[config.mk]
export PLATFORM = sky130hd
export DESIGN_NAME = wb_arbiter_flat
export DESIGN_NICKNAME = d
export VERILOG_FILES = /design/src/rtl/wb_pkg.sv /design/src/rtl/wb_arbiter_if.sv /design/src/rtl/rr_arb2.sv /design/src/rtl/wb_arbiter.sv /design/src/flat_wrapper.sv
export SDC_FILE = /design/constraint.sdc
export NUM_CORES = 1
export LEC_CHECK = 0
export BUFFER_PORTS_ARGS = -buffer_cell sky130_fd_sc_hd__buf_2
export CORE_AREA = 4 4 116 90
export DETAILED_ROUTE_END_ITERATION = 12
export DIE_AREA = 0 0 120 94
export GPL_ROUTABILITY_DRIVEN = 0
export GPL_TIMING_DRIVEN = 0
export PLACE_DENSITY = 0.8
export SYNTH_ARGS = -nofsm -noshare
export SYNTH_HDL_FRONTEND = slang
export SYNTH_SLANG_ARGS = --single-unit
[constraint.sdc]
create_clock -name clk -period 2.75 [get_ports clk]
set_input_delay 0.1375 -clock clk [delete_from_list [all_inputs] [get_ports clk]]
set_output_delay 0.1375 -clock clk [all_outputs]
set_load 0.1 [all_outputs]
[src/rtl/wb_pkg.sv]
// Shared sizing and requester encoding for the writeback arbiter slice.
package wb_pkg;
    localparam int XLEN  = 32;
    localparam int NREG  = 32;
    localparam int IDX_W = $clog2(NREG);

    typedef enum logic {
        REQ_ALU = 1'b0,
        REQ_LSU = 1'b1
    } req_e;
endpackage

[src/rtl/wb_arbiter_if.sv]
// Issue, writeback-channel, register-file write and bypass signals of wb_arbiter.
interface wb_arbiter_if #(
    parameter int XLEN = wb_pkg::XLEN,
    parameter int NREG = wb_pkg::NREG
);
    localparam int IW = $clog2(NREG);

    logic            issue_valid;
    logic [IW-1:0]   issue_rd;
    logic [IW-1:0]   issue_rs1;
    logic [IW-1:0]   issue_rs2;
    logic            issue_stall;

    logic            alu_valid;
    logic [IW-1:0]   alu_rd;
    logic [XLEN-1:0] alu_data;
    logic            alu_ready;

    logic            lsu_valid;
    logic [IW-1:0]   lsu_rd;
    logic [XLEN-1:0] lsu_data;
    logic            lsu_ready;

    logic            w_enable;
    logic [IW-1:0]   rd_num;
    logic [XLEN-1:0] rd_data;

    logic            byp_rs1_hit;
    logic            byp_rs2_hit;
    logic [XLEN-1:0] byp_data;

    modport master (
        output issue_valid, issue_rd, issue_rs1, issue_rs2,
        output alu_valid, alu_rd, alu_data,
        output lsu_valid, lsu_rd, lsu_data,
        input  issue_stall, alu_ready, lsu_ready,
        input  w_enable, rd_num, rd_data,
        input  byp_rs1_hit, byp_rs2_hit, byp_data
    );

    modport slave (
        input  issue_valid, issue_rd, issue_rs1, issue_rs2,
        input  alu_valid, alu_rd, alu_data,
        input  lsu_valid, lsu_rd, lsu_data,
        output issue_stall, alu_ready, lsu_ready,
        output w_enable, rd_num, rd_data,
        output byp_rs1_hit, byp_rs2_hit, byp_data
    );
endinterface

[src/rtl/rr_arb2.sv]
// Two-way round-robin grant; the last-grant pointer only moves on a granted beat.
module rr_arb2
    import wb_pkg::*;
(
    input  logic       clk,
    input  logic       rst_n,
    input  logic [1:0] req,
    output logic [1:0] gnt
);
    req_e last;
    req_e win;

    always_comb begin
        gnt = '0;
        win = last;
        if (rst_n) begin
            if (req[REQ_ALU] && req[REQ_LSU])
                win = (last == REQ_ALU) ? REQ_LSU : REQ_ALU;
            else if (req[REQ_ALU])
                win = REQ_ALU;
            else
                win = REQ_LSU;
            if (|req)
                gnt[win] = 1'b1;
        end
    end

    // Reset to LSU so the ALU takes the first conflict.
    always_ff @(posedge clk) begin
        if (!rst_n)
            last <= REQ_LSU;
        else if (|gnt)
            last <= win;
    end
endmodule

[src/rtl/wb_arbiter.sv]
// Writeback arbiter with register scoreboard; define WB_BYPASS_EN to forward write-stage data
// to the issue stage instead of stalling on it.
module wb_arbiter
    import wb_pkg::*;
#(
    parameter int XLEN = wb_pkg::XLEN,
    parameter int NREG = wb_pkg::NREG
) (
    input  logic         clk,
    input  logic         rst_n,
    wb_arbiter_if.slave  bus
);
    localparam int IW = $clog2(NREG);

    logic [1:0]      req;
    logic [1:0]      gnt;
    logic            beat_acc;
    logic [IW-1:0]   beat_rd;
    logic [XLEN-1:0] beat_data;

    logic            w_en_q;
    logic [IW-1:0]   rd_num_q;
    logic [XLEN-1:0] rd_data_q;

    logic [NREG-1:0] busy;
    logic [NREG-1:0] busy_nxt;
    logic            byp1;
    logic            byp2;
    logic            stall;

    assign req[REQ_ALU] = bus.alu_valid;
    assign req[REQ_LSU] = bus.lsu_valid;

    rr_arb2 u_arb (
        .clk   (clk),
        .rst_n (rst_n),
        .req   (req),
        .gnt   (gnt)
    );

    assign bus.alu_ready = gnt[REQ_ALU];
    assign bus.lsu_ready = gnt[REQ_LSU];
    assign beat_acc      = |gnt;
    assign beat_rd       = gnt[REQ_LSU] ? bus.lsu_rd   : bus.alu_rd;
    assign beat_data     = gnt[REQ_LSU] ? bus.lsu_data : bus.alu_data;

    // rd 0 beats are consumed but never reach the register file.
    always_ff @(posedge clk) begin
        if (!rst_n) begin
            w_en_q    <= 1'b0;
            rd_num_q  <= '0;
            rd_data_q <= '0;
        end else begin
            w_en_q <= beat_acc && (beat_rd != '0);
            if (beat_acc) begin
                rd_num_q  <= beat_rd;
                rd_data_q <= beat_data;
            end
        end
    end

    assign bus.w_enable = w_en_q;
    assign bus.rd_num   = rd_num_q;
    assign bus.rd_data  = rd_data_q;

`ifdef WB_BYPASS_EN
    assign byp1 = w_en_q && (bus.issue_rs1 != '0) && (rd_num_q == bus.issue_rs1);
    assign byp2 = w_en_q && (bus.issue_rs2 != '0) && (rd_num_q == bus.issue_rs2);
    assign bus.byp_data = rd_data_q;
`else
    assign byp1 = 1'b0;
    assign byp2 = 1'b0;
    assign bus.byp_data = '0;
`endif
    assign bus.byp_rs1_hit = byp1;
    assign bus.byp_rs2_hit = byp2;

    // busy[0] is held at 0, so register 0 never contributes a hazard.
    assign stall = bus.issue_valid &&
                   ((busy[bus.issue_rs1] && !byp1) ||
                    (busy[bus.issue_rs2] && !byp2) ||
                    busy[bus.issue_rd]);
    assign bus.issue_stall = stall;

    // Clear first so a same-cycle issue to the written register keeps it busy.
    always_comb begin
        busy_nxt = busy;
        if (w_en_q)
            busy_nxt[rd_num_q] = 1'b0;
        if (bus.issue_valid && !stall && (bus.issue_rd != '0))
            busy_nxt[bus.issue_rd] = 1'b1;
        busy_nxt[0] = 1'b0;
    end

    always_ff @(posedge clk) begin
        if (!rst_n)
            busy <= '0;
        else
            busy <= busy_nxt;
    end
endmodule

[src/flat_wrapper.sv]
// flat-port wrapper written by rule: the top's interface ports become plain ports
module wb_arbiter_flat import wb_pkg::*;
#(
    parameter int XLEN = wb_pkg::XLEN,
    parameter int NREG = wb_pkg::NREG
)
  (clk, rst_n, bus_issue_valid, bus_issue_rd, bus_issue_rs1, bus_issue_rs2, bus_alu_valid, bus_alu_rd, bus_alu_data, bus_lsu_valid, bus_lsu_rd, bus_lsu_data, bus_issue_stall, bus_alu_ready, bus_lsu_ready, bus_w_enable, bus_rd_num, bus_rd_data, bus_byp_rs1_hit, bus_byp_rs2_hit, bus_byp_data);
  wb_arbiter_if #(.XLEN(XLEN), .NREG(NREG)) bus_i ();
  input  logic clk;
  input  logic rst_n;
  input wire logic [$bits(bus_i.issue_valid)-1:0] bus_issue_valid;
  input wire logic [$bits(bus_i.issue_rd)-1:0] bus_issue_rd;
  input wire logic [$bits(bus_i.issue_rs1)-1:0] bus_issue_rs1;
  input wire logic [$bits(bus_i.issue_rs2)-1:0] bus_issue_rs2;
  input wire logic [$bits(bus_i.alu_valid)-1:0] bus_alu_valid;
  input wire logic [$bits(bus_i.alu_rd)-1:0] bus_alu_rd;
  input wire logic [$bits(bus_i.alu_data)-1:0] bus_alu_data;
  input wire logic [$bits(bus_i.lsu_valid)-1:0] bus_lsu_valid;
  input wire logic [$bits(bus_i.lsu_rd)-1:0] bus_lsu_rd;
  input wire logic [$bits(bus_i.lsu_data)-1:0] bus_lsu_data;
  output wire logic [$bits(bus_i.issue_stall)-1:0] bus_issue_stall;
  output wire logic [$bits(bus_i.alu_ready)-1:0] bus_alu_ready;
  output wire logic [$bits(bus_i.lsu_ready)-1:0] bus_lsu_ready;
  output wire logic [$bits(bus_i.w_enable)-1:0] bus_w_enable;
  output wire logic [$bits(bus_i.rd_num)-1:0] bus_rd_num;
  output wire logic [$bits(bus_i.rd_data)-1:0] bus_rd_data;
  output wire logic [$bits(bus_i.byp_rs1_hit)-1:0] bus_byp_rs1_hit;
  output wire logic [$bits(bus_i.byp_rs2_hit)-1:0] bus_byp_rs2_hit;
  output wire logic [$bits(bus_i.byp_data)-1:0] bus_byp_data;
  assign bus_i.issue_valid = bus_issue_valid;
  assign bus_i.issue_rd = bus_issue_rd;
  assign bus_i.issue_rs1 = bus_issue_rs1;
  assign bus_i.issue_rs2 = bus_issue_rs2;
  assign bus_i.alu_valid = bus_alu_valid;
  assign bus_i.alu_rd = bus_alu_rd;
  assign bus_i.alu_data = bus_alu_data;
  assign bus_i.lsu_valid = bus_lsu_valid;
  assign bus_i.lsu_rd = bus_lsu_rd;
  assign bus_i.lsu_data = bus_lsu_data;
  assign bus_issue_stall = bus_i.issue_stall;
  assign bus_alu_ready = bus_i.alu_ready;
  assign bus_lsu_ready = bus_i.lsu_ready;
  assign bus_w_enable = bus_i.w_enable;
  assign bus_rd_num = bus_i.rd_num;
  assign bus_rd_data = bus_i.rd_data;
  assign bus_byp_rs1_hit = bus_i.byp_rs1_hit;
  assign bus_byp_rs2_hit = bus_i.byp_rs2_hit;
  assign bus_byp_data = bus_i.byp_data;
  wb_arbiter #(.XLEN(XLEN), .NREG(NREG)) u_core (.clk(clk), .rst_n(rst_n), .bus(bus_i));
endmodule
==> metrics <==
status completed; most used flip-flop cell after synthesis dfxtp_1; clk_lat worst skew 0.33 ns; Rows 31; reg2reg end u_core.busy[1]; Slew Limit Fails 0; pre-CTS WS 0.2381 ns; P&R area growth vs syn 29.97%; IO buf count 126; hold path endpoint u_core.bus.rd_data[4]; critical path class flop to primary output; HPWL after detailed placement 10480 um; clock group share of total power 0.355; Power Dens Cells 605.5 nW/um2; worst hold path startpoint bus_lsu_data[4]; gr usage total 0.2448; Crit Path Max Fanout 4; DIE AREA 11280 um2; Comb power frac 0.307; setup TNS 0 ns; Worst VDD drop 0.3598 mV; total grt overflow 0; Final nets 755; cells after synthesis 490; CTS tree built; pin count of the biggest net entering global routing 14; setup violators final 0; Die H 94 um; final hold violation count 0; EDFF count, synth 0; htree depth 3; WL/cell 17.08 um; max-cap violation count 0; first-pass GRT wire length 21800 um; DR iter-0 viols 398; reg-to-reg setup timing slack 0.42 ns; r2r startpoint u_core.busy[31]; total number of vias 4403; Worst Path Arrival 2.46 ns; root buffer cell clkbuf_16; synth warn 0; most frequent cells in the layout buf_2, nand2_1, dfxtp_1; fmax 0.3855 GHz; switching power 1.266 mW; startpoint types flop; Hold Crit Depth 3; DRC 0; Synth async-reset ratio 0; Layout Utilization 0.5688; Ports 169; final period utilization 0.9434; LEAKAGE 2.322 nW; RSZ-0062 raised after global routing no; Min-Delay Path Class primary input to flop; share of post-route cells with drive strength above 1 0.3183; Pre-antenna DRT Iters 5; Yosys cell types 45; crit path capture type primary output; worst relative slew slack 0.5883; number of synthesized register bits 70; clock sink count 70; Worst-Margin Slew 0.6160 ns; initial antenna violation count 0; Clock Pin Slew Worst Setup and Hold Paths 0.06 ns; ant diodes 0; commonest non-fill, non-tap cell in the layout buf_2; Num CTS Buffers 9; Clock Path Buffers 2; Post-Syn Area 4125 um2; Switching Share 0.3899; WL final 13630 um; Post-CTS Hold Buffers 0; vias in the first global route 4320; skew final 0.009157 ns; min Tclk post-route 2.594 ns; Reg2Reg Depth 6; Req. time, crit path 2.61 ns; Seq pwr share 0.338; Post-Syn Area per Cell 8.419 um2; Worst Setup Slack, final 0.1558 ns; DR vias/cell 5.518; Die W 120 um; Core ar. 9425 um2; post-synthesis sequential area ratio 0.3397; Power Internal 1.981 mW; DRT antenna net count 0; Initial Util 0.4377
## worst max-delay path, stage by stage (launching register included)
cell and delay (ns):
dfxtp_1 0.40, mux2i_1 0.13, or4b_2 0.62, a21oi_1 0.26, nor4_4 0.08, nand3_1 0.10, o31a_1 0.12, buf_2 0.42
## flip-flops by register name (all words and copies together) (netlist names)
register	flops
u_core.busy	31
u_core.bus.rd_data	32
u_core.bus.w_enable	1
u_core.bus.rd_num	5
u_core.u_arb.last	1
## cell usage after synthesis, types with 2 or more instances
library cell | instances | area [um2]
nand3_1 | 13 | 65.06
nand4b_1 | 2 | 17.52
nor2_1 | 48 | 180.2
o211ai_1 | 33 | 247.7
nand4_1 | 2 | 12.51
buf_1 | 5 | 18.77
mux2i_1 | 11 | 110.1
mux4_2 | 16 | 360.4
mux2_2 | 5 | 56.30
nor2b_1 | 5 | 31.28
nand3b_1 | 6 | 45.04
buf_2 | 5 | 25.02
or3_1 | 3 | 18.77
nor3_1 | 5 | 25.02
dfxtp_1 | 70 | 1401
clkbuf_1 | 29 | 108.9
inv_1 | 6 | 22.52
o21ai_1 | 6 | 30.03
buf_4 | 34 | 255.2
a21oi_1 | 3 | 15.01
a311oi_1 | 38 | 332.8
o21ai_0 | 27 | 135.1
nand4_2 | 4 | 50.05
nand2_1 | 86 | 322.8
nand2b_1 | 5 | 31.28
or3b_2 | 2 | 17.52
a221oi_1 | 2 | 17.52
o22ai_1 | 2 | 12.51
## per-stage QoR
step / hold WS [ns] / instances / area [um2] / power, mW
after global routing: 0.06015 / 798 / 5361 / 3.357
after global placement: 0.4019 / 781 / 5045 / 2.091
after floorplan: 0.2822 / 523 / 4249 / 1.914
final: 0.05952 / 798 / 5361 / 3.246
after detailed placement: 0.4085 / 781 / 5045 / 2.106
after CTS: 0.05394 / 798 / 5351 / 3.246
## repair_timing
item / CTS / global route
setup endpoints to repair: 1 / 1
pin swaps: 1 / 0
gates resized for setup: 0 / 2
setup buffers: 1 / 0
## power groups by stage
stage | clock [mW] | sequential (mW) | combinational, mW
2_1_floorplan | 0 | 1.43 | 0.483
3_5_place_dp | 0 | 1.12 | 0.988
5_1_grt | 1.21 | 1.10 | 1.05
4_1_cts | 1.16 | 1.10 | 0.990
3_3_place_gp | 0 | 1.12 | 0.976
6_report | 1.15 | 1.10 | 0.997
## layout make-up
class                      count  area (um2)
sequential                    70        1401
tap                          132       165.2
multi-input combinational    373        2416
clock inverter                 6       70.07
timing repair buffer         127       638.1
inverter                       6       22.52
clock buffer                  10       229.0
fill                         887        4064
buffer                        74       419.2
## routing by layer
metal	global-route usage	vias to the layer above	part of all wire
li1	-	2081	-
met1	0.2896	2043	0.38
met2	0.4222	249	0.49
met3	0.07766	30	0.11
met4	0.08198	0	0.021
met5	0	-	0
## worst max-delay path by stage
| stage | to | slack, ns | from | cells after the start |
|---|---|---|---|---|
| after floorplan | bus_issue_stall | 0.37 | bus_issue_rd[1] | 8 |
| after global placement | bus_issue_stall | 0.30 | bus_issue_rd[4] | 8 |
| after detailed placement | bus_issue_stall | 0.24 | bus_issue_rs2[0] | 8 |
| after CTS | bus_issue_stall | 0.12 | u_core.busy[27] | 6 |
| after global routing | bus_issue_stall | 0.05 | u_core.busy[10] | 7 |
| final | bus_issue_stall | 0.16 | u_core.busy[6] | 7 |
## cells by family after synthesis
family	Yosys count	share of synthesized area
AOI/OAI and AO/OA	118	0.2078
buffers and inverters	80	0.1071
DFF	70	0.3397
muxes	32	0.1277
other	1	0.0009090
and+or+nand+nor	189	0.2169
Power figures use the tool's default switching activity.
